File: src/rtl/ps2_kbd_ctrl_if.sv
// PS/2 keyboard controller bus: receiver FIFO side and CPU event side.
// master = ps2_kbd_ctrl, slave = FIFO/CPU environment.
interface ps2_kbd_ctrl_if;
    logic       ps2_ready;
    logic [7:0] ps2_data;
    logic       ps2_overflow;
    logic       ps2_rdn;
    logic       key_valid;
    logic [7:0] key_code;
    logic       key_ext;
    logic       key_break;
    logic       key_ack;

    modport master (
        input  ps2_ready, ps2_data, ps2_overflow, key_ack,
        output ps2_rdn, key_valid, key_code, key_ext, key_break
    );

    modport slave (
        output ps2_ready, ps2_data, ps2_overflow, key_ack,
        input  ps2_rdn, key_valid, key_code, key_ext, key_break
    );
endinterface

File: src/rtl/ps2_kbd_ctrl.sv
// PS/2 set-2 scancode sequencer: pops FIFO bytes, strips E0/F0/E1
// prefixes, filters status bytes and presents one key event at a time.
// Ports: clk, reset (async, active-low), bus (ps2_kbd_ctrl_if.master),
// err_flag (sticky). Optional KBD_MODS_EN adds mods[3:0]
// ({caps, alt, ctrl, shift}).
module ps2_kbd_ctrl #(
    parameter int PREFIX_TO = 1000000,
    parameter int TO_W      = 20
) (
    input  logic                  clk,
    input  logic                  reset,
    ps2_kbd_ctrl_if.master        bus,
`ifdef KBD_MODS_EN
    output logic [3:0]            mods,
`endif
    output logic                  err_flag
);

    typedef enum logic [1:0] {IDLE, POP, DECODE} state_t;

    localparam logic [TO_W-1:0] TO_LAST = TO_W'(PREFIX_TO - 1);

    state_t          state, state_nx;
    logic [7:0]      byte_r;
    logic            ext_p, brk_p;
    logic [2:0]      skip_cnt;
    logic [TO_W-1:0] to_cnt;

    logic rdn_nx;
    logic dec_skip, dec_e1, dec_e0, dec_f0;
    logic dec_bad, dec_key;
    logic is_status;

    always_ff @(posedge clk or negedge reset) begin
        if (!reset) state <= IDLE;
        else        state <= state_nx;
    end

    always_comb begin
        state_nx = state;
        unique case (state)
            IDLE:    if (bus.ps2_ready && !bus.key_valid) state_nx = POP;
            POP:     state_nx = DECODE;
            DECODE:  state_nx = IDLE;
            default: state_nx = IDLE;
        endcase
    end

    assign is_status = (byte_r == 8'hAA) || (byte_r == 8'hFA) ||
                       (byte_r == 8'hFE) || (byte_r == 8'hEE);

    always_comb begin
        rdn_nx   = (state_nx != POP);
        dec_skip = 1'b0;
        dec_e1   = 1'b0;
        dec_e0   = 1'b0;
        dec_f0   = 1'b0;
        dec_bad  = 1'b0;
        dec_key  = 1'b0;
        if (state == DECODE) begin
            if (skip_cnt != 3'd0)                        dec_skip = 1'b1;
            else if (byte_r == 8'hE1)                    dec_e1   = 1'b1;
            else if (byte_r == 8'hE0)                    dec_e0   = 1'b1;
            else if (byte_r == 8'hF0)                    dec_f0   = 1'b1;
            else if (byte_r == 8'h00 || byte_r == 8'hFF) dec_bad  = 1'b1;
            else if (!(is_status && !ext_p && !brk_p))   dec_key  = 1'b1;
        end
    end

    always_ff @(posedge clk or negedge reset) begin
        if (!reset) begin
            bus.ps2_rdn   <= 1'b1;
            bus.key_valid <= 1'b0;
            bus.key_code  <= 8'h00;
            bus.key_ext   <= 1'b0;
            bus.key_break <= 1'b0;
            err_flag      <= 1'b0;
            byte_r        <= 8'h00;
            ext_p         <= 1'b0;
            brk_p         <= 1'b0;
            skip_cnt      <= 3'd0;
            to_cnt        <= '0;
        end else begin
            bus.ps2_rdn <= rdn_nx;
            if (state == POP) byte_r <= bus.ps2_data;
            if (bus.key_valid && bus.key_ack) bus.key_valid <= 1'b0;

            // stale prefixes are dropped after a quiet period
            if (state == POP) begin
                to_cnt <= '0;
            end else if ((ext_p || brk_p) && state == IDLE) begin
                if (to_cnt == TO_LAST) begin
                    to_cnt <= '0;
                    ext_p  <= 1'b0;
                    brk_p  <= 1'b0;
                end else begin
                    to_cnt <= to_cnt + 1'b1;
                end
            end

            if (dec_skip) skip_cnt <= skip_cnt - 3'd1;
            if (dec_e1) begin
                skip_cnt <= 3'd7;
                ext_p    <= 1'b0;
                brk_p    <= 1'b0;
            end
            if (dec_e0) ext_p <= 1'b1;
            if (dec_f0) brk_p <= 1'b1;
            if (dec_bad) begin
                err_flag <= 1'b1;
                ext_p    <= 1'b0;
                brk_p    <= 1'b0;
            end
            if (dec_key) begin
                bus.key_code  <= byte_r;
                bus.key_ext   <= ext_p;
                bus.key_break <= brk_p;
                bus.key_valid <= 1'b1;
                ext_p         <= 1'b0;
                brk_p         <= 1'b0;
            end

            // overflow means the byte stream lost sync: drop all context
            if (bus.ps2_overflow) begin
                err_flag <= 1'b1;
                ext_p    <= 1'b0;
                brk_p    <= 1'b0;
                skip_cnt <= 3'd0;
            end
        end
    end

`ifdef KBD_MODS_EN
    logic lsh, rsh, lctl, rctl, lalt, ralt, caps;

    always_ff @(posedge clk or negedge reset) begin
        if (!reset) begin
            lsh  <= 1'b0;
            rsh  <= 1'b0;
            lctl <= 1'b0;
            rctl <= 1'b0;
            lalt <= 1'b0;
            ralt <= 1'b0;
            caps <= 1'b0;
        end else if (dec_key) begin
            unique case (1'b1)
                byte_r == 8'h12: lsh <= !brk_p;
                byte_r == 8'h59: rsh <= !brk_p;
                byte_r == 8'h14: begin
                    if (ext_p) rctl <= !brk_p;
                    else       lctl <= !brk_p;
                end
                byte_r == 8'h11: begin
                    if (ext_p) ralt <= !brk_p;
                    else       lalt <= !brk_p;
                end
                byte_r == 8'h58: begin
                    if (!ext_p && !brk_p) caps <= !caps;
                end
                default: ;
            endcase
        end
    end

    assign mods = {caps, lalt | ralt, lctl | rctl, lsh | rsh};
`endif

endmodule

File: src/flat_wrapper.sv
// flat-port wrapper written by rule: the top's interface ports become plain ports
module ps2_kbd_ctrl_flat 
#(
    parameter int PREFIX_TO = 1000000,
    parameter int TO_W      = 20
)
  (clk, reset, err_flag, bus_ps2_ready, bus_ps2_data, bus_ps2_overflow, bus_key_ack, bus_ps2_rdn, bus_key_valid, bus_key_code, bus_key_ext, bus_key_break);
  ps2_kbd_ctrl_if bus_i ();
  input  logic clk;
  input  logic reset;
  output logic err_flag;
  input wire logic [$bits(bus_i.ps2_ready)-1:0] bus_ps2_ready;
  input wire logic [$bits(bus_i.ps2_data)-1:0] bus_ps2_data;
  input wire logic [$bits(bus_i.ps2_overflow)-1:0] bus_ps2_overflow;
  input wire logic [$bits(bus_i.key_ack)-1:0] bus_key_ack;
  output wire logic [$bits(bus_i.ps2_rdn)-1:0] bus_ps2_rdn;
  output wire logic [$bits(bus_i.key_valid)-1:0] bus_key_valid;
  output wire logic [$bits(bus_i.key_code)-1:0] bus_key_code;
  output wire logic [$bits(bus_i.key_ext)-1:0] bus_key_ext;
  output wire logic [$bits(bus_i.key_break)-1:0] bus_key_break;
  assign bus_i.ps2_ready = bus_ps2_ready;
  assign bus_i.ps2_data = bus_ps2_data;
  assign bus_i.ps2_overflow = bus_ps2_overflow;
  assign bus_i.key_ack = bus_key_ack;
  assign bus_ps2_rdn = bus_i.ps2_rdn;
  assign bus_key_valid = bus_i.key_valid;
  assign bus_key_code = bus_i.key_code;
  assign bus_key_ext = bus_i.key_ext;
  assign bus_key_break = bus_i.key_break;
  ps2_kbd_ctrl #(.PREFIX_TO(PREFIX_TO), .TO_W(TO_W)) u_core (.clk(clk), .reset(reset), .bus(bus_i), .err_flag(err_flag));
endmodule
File: config.mk
export PLATFORM = sky130hd
export DESIGN_NAME = ps2_kbd_ctrl_flat
export DESIGN_NICKNAME = d
export VERILOG_FILES = /design/src/rtl/ps2_kbd_ctrl_if.sv /design/src/rtl/ps2_kbd_ctrl.sv /design/src/flat_wrapper.sv
export SDC_FILE = /design/constraint.sdc
export NUM_CORES = 1
export LEC_CHECK = 0
export BUFFER_PORTS_ARGS = -buffer_cell sky130_fd_sc_hd__buf_2
export CAP_MARGIN = 40
export CORE_MARGIN = 2
export CORE_UTILIZATION = 60
export DETAILED_ROUTE_END_ITERATION = 8
export PLACE_DENSITY = 0.81
export SLEW_MARGIN = 25
export SYNTH_ARGS = -nofsm -noshare
export SYNTH_HDL_FRONTEND = slang
export SYNTH_SLANG_ARGS = --single-unit
File: constraint.sdc
create_clock -name clk -period 2.9 [get_ports clk]
set_input_delay 0.58 -clock clk [delete_from_list [all_inputs] [get_ports clk]]
set_output_delay 0.58 -clock clk [all_outputs]
set_load 0.05 [all_outputs]
-- Word-level counts from Yosys, hierarchy flattened
Cells that the tools add are included.
- output and inout bits: 13
- register bits after elaboration: 48
- bits of input ports: 13
- mux-type cells: 51
- eq/ne operators: 14
- reduce and logical (&&, ||, !) cells: 26
- $add $sub $neg: 2
- operator list (operator ; count):
    equality test 8 bit (second input constant) ; 8
    2-to-1 mux 20 bit ; 3
    2-to-1 mux 1 bit ; 43
    nonzero test 6 bit ; 4
    adder 20 x 1 -> 20 bit (second input constant) ; 1
    equality test 20 bit (second input constant) ; 1
    inequality test 6 x 2 -> 1 bit (second input constant) ; 2
    2-to-1 mux 3 bit ; 3
    logical NOT 8 bit ; 1
    AND reduction 3 bit ; 2
    nonzero test 2 bit ; 3
    nonzero test 3 bit ; 2
    logical AND 1 bit ; 5
    logical OR 1 bit ; 5
    one-hot mux 2 bit (2 select lines) ; 1
    logical NOT 1 bit ; 3
    subtractor 3 x 1 -> 3 bit (second input constant) ; 1
    equality test 2 x 1 -> 1 bit (second input constant) ; 1
    equality test 2 bit (second input constant) ; 1
    logical NOT 2 bit ; 1
    2-to-1 mux 2 bit ; 1
    inequality test 2 x 1 -> 1 bit (second input constant) ; 1

-- Depth between registers and ports, before layout
- word-level depth: 15
- mapped depth: 8
- mapped depth without buffers: 7

-- Worst setup path before layout
OpenSTA, ideal clock, no wires.
- path kind: flip-flop to flip-flop
- start: reg u_core.skip_cnt[0]
- end: reg u_core.bus.key_code[0]
- setup slack: 1.135 ns
- stages on the path, launching flop included: 9
- buffers on the path: 1
- setup time: 0.125 ns
- clock period less this slack: 1.765 ns
- data required time: 2.775 ns
- arrival: 1.640 ns
- cells stage by stage: dfrtp_1 inv_1 ha_1 nand4bb_4 a31o_1 a21oi_2 nand2_2 buf_6 mux2_4
- word-level cells in the longest chain between the ends: 3
- RTL lines (what ; line ; text):
    start: declaration ; ps2_kbd_ctrl.sv:26 ; logic [2:0] skip_cnt;
    start signal: assignment ; ps2_kbd_ctrl.sv:101 ; if (dec_skip) skip_cnt <= skip_cnt - 3'd1;
    nonzero test 3 bit ; ps2_kbd_ctrl.sv:61 ; if (skip_cnt != 3'd0) dec_skip = 1'b1;
    2-to-1 mux 1 bit ; ps2_kbd_ctrl.sv:61 ;
    2-to-1 mux 1 bit ; ps2_kbd_ctrl.sv:60 ; if (state == DECODE) begin
    end signal: assignment ; ps2_kbd_ctrl.sv:115 ; bus.key_code <= byte_r;
    end: declaration ; ps2_kbd_ctrl_if.sv:16 ; output ps2_rdn, key_valid, key_code, key_ext, key_break
Every way passes these cells.
A chain may end at the register's enable or synchronous reset.

-- Worst setup path in the final report
- start: reg u_core.skip_cnt[0]
- end: reg u_core.bus.key_code[5]
The elaborated chain is that of the path after synthesis.

==> flow_summary.json <==
{
  "grt_pass1_wl_mm": 8.114,
  "slowest_delay_ns": 0.41,
  "clk_latency_ns": 0.30,
  "insertedDiodeCount": 0,
  "ir_worst_vdd_mv": 0.6551,
  "synth_cells": 229,
  "yosys_warnings": 0,
  "path_cells": "inv_1 > ha_1 > nand4bb_4 > a31o_1 > a21oi_2 > nand2_2 > mux2_4",
  "ctsResizeCount": 0,
  "crit_arrival_ns": 2.19,
  "dieArea_mm2": 0.004546,
  "setup_ws_ns": 0.8990,
  "routed_wl_mm": 4.964,
  "wl_per_cell_um": 16.12,
  "fin_crit_ns": 2.001,
  "r2r_cells": 7,
  "cts_tree": "built",
  "fin_skew_ns": 0.008505,
  "vias": 1852,
  "synth_top_cell_area_share_pct": 48.73,
  "drt_iter0_drc": 123,
  "coreArea_mm2": 0.003943,
  "postCtsHoldBufs": 0,
  "seq_area_frac_synth_pct": 49.82,
  "ys_top_cells_by_area": "dfrtp_1, mux2_4, mux2_2, xor2_1, nor2_1",
  "grt_pass1_vias": 1704,
  "cts_max_path_buffers": 2,
  "period_share_pct": 69.00,
  "slowest_stage": "dfrtp_1",
  "critPathCaptureType": "register",
  "cap_violations": 0,
  "cp_data_required_time_ns": 3.09,
  "rows": 23,
  "grt_usage_pct": 24.03,
  "rsz0062_at_grt": "false",
  "ys_ff_latch": 48,
  "cp_num_buf_inv": 1,
  "worst_setup_path_start_kind": "register",
  "finalHoldViolations": 0,
  "clockRootBuffer": "clkbuf_8",
  "timing.rr.end": "u_core.bus.key_code[5]",
  "synth.distinct_cells": 48,
  "grt_overflow_total": 0,
  "final_nets": 274,
  "r2r_start": "u_core.skip_cnt[0]",
  "worstMarginPinSlew_ns": 0.5998,
  "antenna_found_initial": 0,
  "place_inst": 301,
  "outcome": "complete, no violations",
  "synth_flop_cell": "dfrtp_1",
  "syn_to_final_growth_pct": 10.26,
  "instances_no_fill": 308,
  "yosysMostFrequentCell": "dfrtp_1",
  "dp_hpwl_mm": 3.624,
  "path_clk_slew_ns": 0.09,
  "layout-drive-gt1-share_pct": 22.48,
  "max_slew_margin_pct": 59.65,
  "io_buffers": 25,
  "cp.depth": 7,
  "synth_nets": 245,
  "place_ws_ns": 0.9359,
  "slew_violations": 0,
  "clock_sinks": 48,
  "dieWidth_um": 67.43,
  "gp_congestion": 0.8648,
  "cts_inserted_buffers": 5,
  "syn-cell-area_mm2": 0.002414,
  "drt-pass1-iter-count": 4,
  "finalSetupViolCount": 0,
  "syn_area_per_cell_um2": 10.54,
  "synth_top_area_cell": "dfrtp_1",
  "synth_edf_count": 0,
  "multiInputGateArea_mm2": 0.001126,
  "dieHeight_um": 67.43,
  "initial_core_util_pct": 61.22,
  "async_flop_share_pct": 100.0,
  "path_max_fanout": 11,
  "fillCellCount": 306,
  "vias_per_cell": 6.013,
  "boundaryPins": 26,
  "total_power_w": 0.002308,
  "hold_path_class": "input pin to asynchronous set/reset pin",
  "fmax_ghz": 0.4998,
  "synth_top_cells_by_count": "dfrtp_1, nor2_1, nand2_1, nand3_1",
  "r2r_slack_ns": 0.90,
  "drc_errors": 0,
  "grt_max_degree": 23,
  "ant_nets": 0,
  "seqCellArea_mm2": 0.001202,
  "post_cts_buffers": 0,
  "crit_type": "register to register",
  "p_per_area_mw_per_mm2": 867.3,
  "htree_levels": 2,
  "crit_family": "compound AO/OA/AOI/OAI gates",
  "fin_setup_tns_ns": 0,
  "p_leak_nw": 1.192,
  "whs_ns": 0.1250
}
-- routing by layer --
metal / track usage (%) / vias up / wire length (um)
li1: - / 887 / -
met1: 34.50 / 914 / 2375
met2: 36.51 / 41 / 2342
met3: 5.000 / 10 / 166
met4: 7.908 / 0 / 80
met5: 0 / - / 0
-- power by group --
part           total, W  internal (W)  leakage [nW]  switching [W]
sequential      0.00100      0.000832         0.622       0.000172
combinational  0.000928      0.000344         0.528       0.000584
clock          0.000375      0.000164        0.0410       0.000211
-- layout by cell type (no fill, tap or decap), types with 9 or more instances in the layout --
cell     count
inv_1       10
xor2_1       9
buf_2       25
nor2_1      18
nand2_1     15
a21oi_1     10
o21ai_0     10
nand3_1     13
dfrtp_1     47
nor3_1      10
-- how the worst max path moves through the flow --
stage | start | end | slack (ns)
4_1_cts | u_core.skip_cnt[0] | u_core.bus.key_code[2] | 0.92
3_5_place_dp | u_core.skip_cnt[0] | u_core.bus.key_code[4] | 0.94
6_report | u_core.skip_cnt[0] | u_core.bus.key_code[5] | 0.90
2_1_floorplan | u_core.skip_cnt[0] | u_core.bus.key_code[0] | 1.14
5_1_grt | u_core.skip_cnt[0] | u_core.bus.key_code[3] | 0.83
3_3_place_gp | u_core.skip_cnt[0] | u_core.bus.key_code[5] | 1.02
-- final cells by class --
cell class                 count  share of cell area, %
sequential                    48                  45.18
clock buffer                   6                  2.727
tap                           50                  2.351
multi-input combinational    164                  42.31
clock inverter                 1                 0.1881
timing repair buffer          29                  5.830
inverter                      10                  1.410
-- kinds of logic (layout without fill, tap and decap cells) --
family / count (synthesis) / in the layout / share of synthesized area, %
muxes: 16 / 16 / 8.502
DFF: 48 / 48 / 49.82
AOI/OAI and AO/OA: 39 / 39 / 9.954
and+or+nand+nor: 94 / 94 / 22.29
xor gates and xnor gates: 12 / 12 / 4.355
adders and majority gates: 3 / 3 / 1.555
buffers and inverters: 17 / 46 / 3.525
-- registers in the layout, indices dropped and copies added, names as in the netlist --
signal and cells:
u_core.byte_r 8, u_core.bus.key_ext 1, u_core.bus.ps2_rdn 1, u_core.bus.key_break 1, u_core.state 2, u_core.skip_cnt 3, u_core.brk_p 1, u_core.err_flag 1
u_core.ext_p 1, u_core.bus.key_valid 1, u_core.to_cnt 20, u_core.bus.key_code 8
-- stage by stage --
stage                     util [%]  area (um2)
after floorplan                  -        2414
after global placement       65.53        2584
after detailed placement     65.53        2584
after CTS                    67.50        2661
after global routing         67.50        2661
final                        67.50        2661
(Power assumes the default switching activity.)
